===== config.mk =====
export PLATFORM = sky130hd
export DESIGN_NAME = period_meter
export DESIGN_NICKNAME = d
export VERILOG_FILES = /design/src/rtl/period_meter.sv
export SDC_FILE = /design/constraint.sdc
export NUM_CORES = 1
export LEC_CHECK = 0
export CELL_PAD_IN_SITES_DETAIL_PLACEMENT = 0
export CELL_PAD_IN_SITES_GLOBAL_PLACEMENT = 1
export CORE_MARGIN = 1.5
export CORE_UTILIZATION = 30
export CTS_BUF_LIST = sky130_fd_sc_hd__clkbuf_4 sky130_fd_sc_hd__clkbuf_8 sky130_fd_sc_hd__clkbuf_16
export DETAILED_ROUTE_END_ITERATION = 10
export GPL_TIMING_DRIVEN = 0
export PLACE_DENSITY_LB_ADDON = 0.2
export REMOVE_ABC_BUFFERS = 1
export SYNTH_ARGS = -nofsm -noshare
export SYNTH_HDL_FRONTEND = slang
export SYNTH_SLANG_ARGS = --single-unit

===== constraint.sdc =====
create_clock -name clk -period 1.75 [get_ports clk]
set_clock_uncertainty 0.15 [all_clocks]
set_input_delay 0.4375 -clock clk [delete_from_list [all_inputs] [get_ports clk]]
set_output_delay 0.4375 -clock clk [all_outputs]
set_load 0.05 [all_outputs]

===== src/rtl/period_meter.sv =====
// period_meter: measures the rise-to-rise period of sig_in in clk cycles.
// It reports the last period, a one-cycle valid pulse, a match against
// EXPECT_PERIOD, a sticky counter-saturation flag, and a lock indication
// after two consecutive equal measurements.
// Optional build macro INPUT_SYNC_EN: sig_in passes through a two-flop
// synchronizer before edge detection. This adds two cycles of latency and
// does not change the measured periods.
module period_meter #(
    parameter int WIDTH         = 8,
    parameter int EXPECT_PERIOD = 20
) (
    input  logic             clk,
    input  logic             rst,
    input  logic             en,
    input  logic             sig_in,
    output logic [WIDTH-1:0] period,
    output logic             period_valid,
    output logic             match,
    output logic             overflow,
    output logic             locked
);

    typedef enum logic [1:0] {
        IDLE    = 2'd0,
        ARM     = 2'd1,
        MEASURE = 2'd2
    } state_e;

    localparam logic [WIDTH-1:0] CNT_MAX = '1;
    localparam logic [WIDTH-1:0] CNT_ONE = WIDTH'(1);

    logic sig_s;      // sig_in as seen by the edge detector
    logic prev_q;     // sig_s from the previous clk edge
    logic rise;

`ifdef INPUT_SYNC_EN
    logic sync1_q;
    logic sync2_q;

    // Two-flop synchronizer in front of the edge detector.
    // NOTE: sequential state uses non-blocking assignments so every flop
    // samples the pre-edge value of its neighbour; blocking here would
    // collapse the two stages into one.
    always_ff @(posedge clk or negedge rst) begin
        if (!rst) begin
            sync1_q <= 1'b0;
            sync2_q <= 1'b0;
        end else begin
            sync1_q <= sig_in;
            sync2_q <= sync1_q;
        end
    end

    assign sig_s = sync2_q;
`else
    assign sig_s = sig_in;
`endif

    // Edge detector history: remembers the last sampled level.
    always_ff @(posedge clk or negedge rst) begin
        if (!rst) begin
            prev_q <= 1'b0;
        end else begin
            prev_q <= sig_s;
        end
    end

    assign rise = sig_s & ~prev_q;

    state_e           state_q, state_d;
    logic [WIDTH-1:0] cnt_q, cnt_d;
    logic [WIDTH-1:0] period_q, period_d;
    logic             valid_q, valid_d;
    logic             match_q, match_d;
    logic             ovf_q, ovf_d;
    logic             locked_q, locked_d;

    // Next-state logic: FSM transitions, period counter and result flags.
    // Dropping en wins over everything. A rise wins over saturation, so a
    // period of exactly CNT_MAX is still reported.
    always_comb begin
        // NOTE: every output of this block gets a default first, so no path
        // leaves a signal unassigned and no latch is inferred.
        state_d  = state_q;
        cnt_d    = cnt_q;
        period_d = period_q;
        valid_d  = 1'b0;
        match_d  = match_q;
        ovf_d    = ovf_q;
        locked_d = locked_q;

        if (!en) begin
            state_d  = IDLE;
            cnt_d    = '0;
            locked_d = 1'b0;
        end else begin
            case (state_q)
                IDLE: begin
                    state_d = ARM;
                    cnt_d   = '0;
                    ovf_d   = 1'b0;
                end
                ARM: begin
                    if (rise) begin
                        state_d = MEASURE;
                        cnt_d   = CNT_ONE;
                    end
                end
                MEASURE: begin
                    if (rise) begin
                        period_d = cnt_q;
                        match_d  = (32'(cnt_q) == EXPECT_PERIOD);
                        valid_d  = 1'b1;
                        locked_d = (cnt_q == period_q);
                        cnt_d    = CNT_ONE;
                    end else if (cnt_q == CNT_MAX) begin
                        ovf_d    = 1'b1;
                        locked_d = 1'b0;
                        state_d  = ARM;
                        cnt_d    = '0;
                    end else begin
                        cnt_d = cnt_q + CNT_ONE;
                    end
                end
                default: begin
                    state_d = IDLE;
                    cnt_d   = '0;
                end
            endcase
        end
    end

    // State and result registers, all cleared asynchronously by reset.
    always_ff @(posedge clk or negedge rst) begin
        if (!rst) begin
            state_q  <= IDLE;
            cnt_q    <= '0;
            period_q <= '0;
            valid_q  <= 1'b0;
            match_q  <= 1'b0;
            ovf_q    <= 1'b0;
            locked_q <= 1'b0;
        end else begin
            state_q  <= state_d;
            cnt_q    <= cnt_d;
            period_q <= period_d;
            valid_q  <= valid_d;
            match_q  <= match_d;
            ovf_q    <= ovf_d;
            locked_q <= locked_d;
        end
    end

    assign period       = period_q;
    assign period_valid = valid_q;
    assign match        = match_q;
    assign overflow     = ovf_q;
    assign locked       = locked_q;

endmodule


[Word level (Yosys, flattened, before mapping)]
Index checks and enable logic that the tools add are counted.
Storage, ports and cells
  input port bits: 4
  register bits after elaboration: 23
  output and inout bits: 12
  logic and storage cells: 49
Operators by class
  bitwise operators: 2
  multiplexer cells: 20
  eq/ne operators: 12
  reductions and logical operators: 6
  add/sub/neg operators: 1
Operators with widths (count)
  8-bit two-way mux: 4
  8-bit case mux with 2 select lines: 1
  1-bit two-way mux: 9
  3-bit inequality test, second input constant: 3
  8-bit by 1-bit adder with 8-bit output, second input constant: 1
  8-bit by 5-bit == test with 1-bit output, second input constant: 1
  8-bit == test: 1
  8-bit == test, second input constant: 1
  2-bit two-way mux: 4
  2-bit case mux with 3 select lines: 1
  3-bit AND reduction: 2
  2-bit inequality test, second input constant: 2
  4-bit AND reduction: 1
  3-bit by 1-bit inequality test with 1-bit output, second input constant: 1
  2-bit by 1-bit == test with 1-bit output, second input constant: 1
  2-bit == test, second input constant: 1
  2-bit zero test: 1
  2-bit by 1-bit inequality test with 1-bit output, second input constant: 1
  1-bit case mux with 2 select lines: 1
  2-bit AND reduction: 1
  2-bit nonzero test: 1
  1-bit bitwise AND: 1
  1-bit inverter: 1

[Depth between registers and ports, before layout]
  depth in word-level cells: 5
  gate-level depth with buffers: 7
  mapped depth without buffers: 6

[Worst setup path after synthesis]
Ideal clock, no wire load.
  kind: reg2reg
  from: register state_q[0]
  to: register cnt_q[5]
  period minus slack after synthesis: 1.789 ns
  buffers on the path: 1
  slack: -0.039 ns
  arrival: 1.557 ns
  required time: 1.517 ns
  cell stages (with the launch flop): 8
  setup time: 0.083 ns
  cell sequence: dfrtp_1 -> inv_1 -> ha_1 -> buf_2 -> nand3_1 -> a211o_1 -> or3_1 -> o21ai_0
On the way
  word-level cells in the longest chain between the ends: 3
  elaborated cells on any way between the ends: 5
  classes of those cells: 3 x eq/ne; 2 x mux
RTL lines
  from (decl): line 70  | state_e state_q, state_d;
  from (signal assigned): line 144  | state_q <= state_d;
  2-bit == test or 2-bit by 1-bit == test with 1-bit output (tied branches): line 97  | case (state_q)
  8-bit case mux with 2 select lines: line 97
  8-bit two-way mux: line 92  | if (!en) begin
  to (signal assigned): line 145  | cnt_q <= cnt_d;
  to (decl): line 71  | logic [WIDTH-1:0] cnt_q, cnt_d;
Several ways; a longest one is shown, not always the timed one.
A chain may end at the register's enable or synchronous reset.

[Final worst setup path]
  from: input port en
  to: register cnt_q[7]
On the way
  word-level cells in the longest chain between the ends: 1
  elaborated cells on any way between the ends: 2
  classes of those cells: 1 x eq/ne; 1 x mux
RTL lines
  from (decl): line 14  | input logic en,
  3-bit inequality test (no line) or 8-bit two-way mux (tied branches)
Several ways; a longest one is shown, not always the timed one.

==> qor.txt <==
status: completed
Layout Utilization: 0.415
Seq/Total Area, Yosys: 0.462
Worst Hold Class: in -> async
Req. time, crit path: 1.79 ns
leakage power: 0.693 nW
Ports: 16
detailed-route via count: 1,024
final cell count without fillers: 208
Die Ht: 67.5 µm
family with the most delay on the worst path: buffers and inverters
top_reg_cell synth: dfrtp_1
Placed Area: 0.00142 mm²
share of the synthesized area in the top cell type: 0.462
port bufs: 15
Detail Route Antenna Nets: 0
drt drc: 0
Fillers: 406
CTS clk-pin slew, worst paths: 0.08 ns
CTS tree: yes
FF+latch count, synth: 23
P per Cell Area: 922 mW/mm²
Routed Wire Length: 3010 µm
post-route minimum period: 1.72 ns
DRT iter0 DRCs: 32
number of max-cap violations: 0
placed cells: 191
fin. max-slew vios: 0
Synth Cell Area: 0.00125 mm²
pin count of the biggest net entering global routing: 24
Area Overhead vs Synth: 33.2%
Synth area leaders: dfrtp_1 46%, ha_1 6.0%, o21ai_0 5.6%
clock buffer depth: 2
critical path peak fanout: 10
setup violators final: 0
gr ovfl total: 0
cts bufs inserted: 3
CP max stage delay: 0.51 ns
First-pass DRT Iterations: 4
peak supply drop: 0.000442 V
global-route wire length before repair: 5120 µm
Initial Util: 0.312
Least-Margin Pin Slew: 1.06 ns
Post-synth EDFFs: 0
critical path, cell by cell: dlygate4sd2_1, nand3_4, a211o_4, or3_1, o21ai_1
Avg Inst Size Synth: 9.30 µm²
share of cells above drive strength 1: 0.335
unrepaired setup endpoints after global routing: true
count of different cell masters after synthesis: 30
die area: 0.00455 mm²
Yosys top cell by area: dfrtp_1
Setup crit start kind: input pin
Die Width: 67.5 µm
TNS Setup: 0 ns
Final Hold Fails: 0
placer congestion estimate: 0.774
Synth top cells by count: 23 x dfrtp_1, 14 x o21ai_0, 13 x nand2_1, 10 x inv_1
count leader, synth: dfrtp_1
htree depth: 1
Ant. Diodes: 0
fin area: 0.00166 mm²
CP max-delay cell: dlygate4sd2_1
initial antenna violation count: 0
Clock Tree Root: clkbuf_8
WHS: 0.205 ns
clock sink count: 23
Buffers & Inverters on Critical Path: 1
element type at the critical path end: register
GRT Overall Usage: 0.151
Final nets: 169
slew margin rel.: 0.290
vias in the first global route: 1,014
Yosys Warn Count: 0
Final Cycle Share: 0.984
HPWL after DPL: 2010 µm
Skew-Pair Late Insertion Delay: 0.26 ns
asr flop ratio synth: 1.00
via-per-instance ratio: 4.92
Critical Path AT: 1.77 ns
row cnt: 23
WS Path Type: in -> reg
core area: 0.00400 mm²
Synth Instances: 134
DR WL/cell: 14.5 µm
FMAX: 581 MHz
-- report_power, final --
| part | switching (W) | total, W | internal (W) |
|---|---|---|---|
| registers | 0.0000303 | 0.000602 | 0.000572 |
| logic | 0.000318 | 0.000578 | 0.000260 |
| clock network | 0.000173 | 0.000351 | 0.000178 |
-- flip-flops by register name (all words and copies together) (netlist names) --
name,count
cnt_q,8
locked,1
match,1
overflow,1
period,8
period_valid,1
prev_q,1
state_q,2
-- per-layer routing --
layer | global-route usage | routed length [µm] | vias up
li1 | - | - | 511
met1 | 0.205 | 1410 | 493
met2 | 0.250 | 1490 | 18
met3 | 0.0250 | 98 | 2
met4 | 0.0383 | 18 | 0
met5 | 0 | 0 | -
-- layout make-up --
type                    count  area [µm²]  area share
well taps                  50        62.6      0.0377
flip-flops and latches     23         579       0.349
clock buffers               4        48.8      0.0294
inverters                  11        41.3      0.0249
multi-input cells          92         687       0.414
repair buffers             28         241       0.145
-- stage by stage --
stage	total power, W	setup slack, ns
6_report	0.00153	0.0278
5_1_grt	0.00163	-0.0516
4_1_cts	0.00153	-0.00884
3_5_place_dp	0.00101	-0.996
3_3_place_gp	0.00100	-0.890
2_1_floorplan	0.000889	-0.0534
-- logic make-up (layout without fill, tap and decap cells) --
| group | Yosys count | count (layout) | share of synthesized area |
|---|---|---|---|
| adder cells (fa/ha/maj) | 6 | 6 | 0.0602 |
| buffers and inverters | 19 | 43 | 0.0633 |
| multiplexers | 4 | 4 | 0.0351 |
| AND/OR/NAND/NOR | 45 | 45 | 0.186 |
| flip-flops | 23 | 23 | 0.462 |
| AO/OA/AOI/OAI | 29 | 29 | 0.138 |
| XOR/XNOR | 8 | 8 | 0.0562 |
-- worst paths after layout --
path                                      to  slack, ns  depth (start not counted)  startpoint
worst max register to register      cnt_q[7]       0.03                          5  state_q[0]
max in group asynchronous           cnt_q[4]       0.53                          1         rst
worst max-delay path                cnt_q[7]       0.03                          5          en
min in group clk                      prev_q       0.32                          1      sig_in
worst min-delay path            period_valid       0.21                          1         rst
worst min register to register         match       0.34                          2       match
-- timing repair --
item | CTS | global route
hold buffers | 0 | 0
gates cloned | 0 | 0
pin swaps | 9 | 2
setup buffers | 13 | 0
gates resized for setup | 52 | 12
setup endpoints to repair | 33 | 21
-- cell usage in the layout (no fill, tap or decap), types with 2 or more instances in the layout --
| master | count |
|---|---|
| dlygate4sd2_1 | 2 |
| a31oi_1 | 5 |
| nand2b_1 | 3 |
| ha_1 | 2 |
| nor2_1 | 4 |
| inv_1 | 8 |
| ha_4 | 2 |
| o21ai_1 | 4 |
| dfrtp_2 | 3 |
| a21oi_1 | 2 |
| buf_4 | 13 |
| mux2_2 | 3 |
| clkdlybuf4s15_1 | 2 |
| nand3_4 | 2 |
| inv_2 | 3 |
| or3_1 | 4 |
| xnor2_1 | 8 |
| clkbuf_8 | 3 |
| nand2_1 | 12 |
| ha_2 | 2 |
| nand3_1 | 6 |
| o31ai_1 | 2 |
| dfrtp_1 | 20 |
| clkdlybuf4s15_2 | 7 |
| nand4_1 | 3 |
| clkbuf_2 | 3 |
| o21ai_0 | 11 |
| nor3_1 | 3 |
Power figures use the tool's default switching activity.
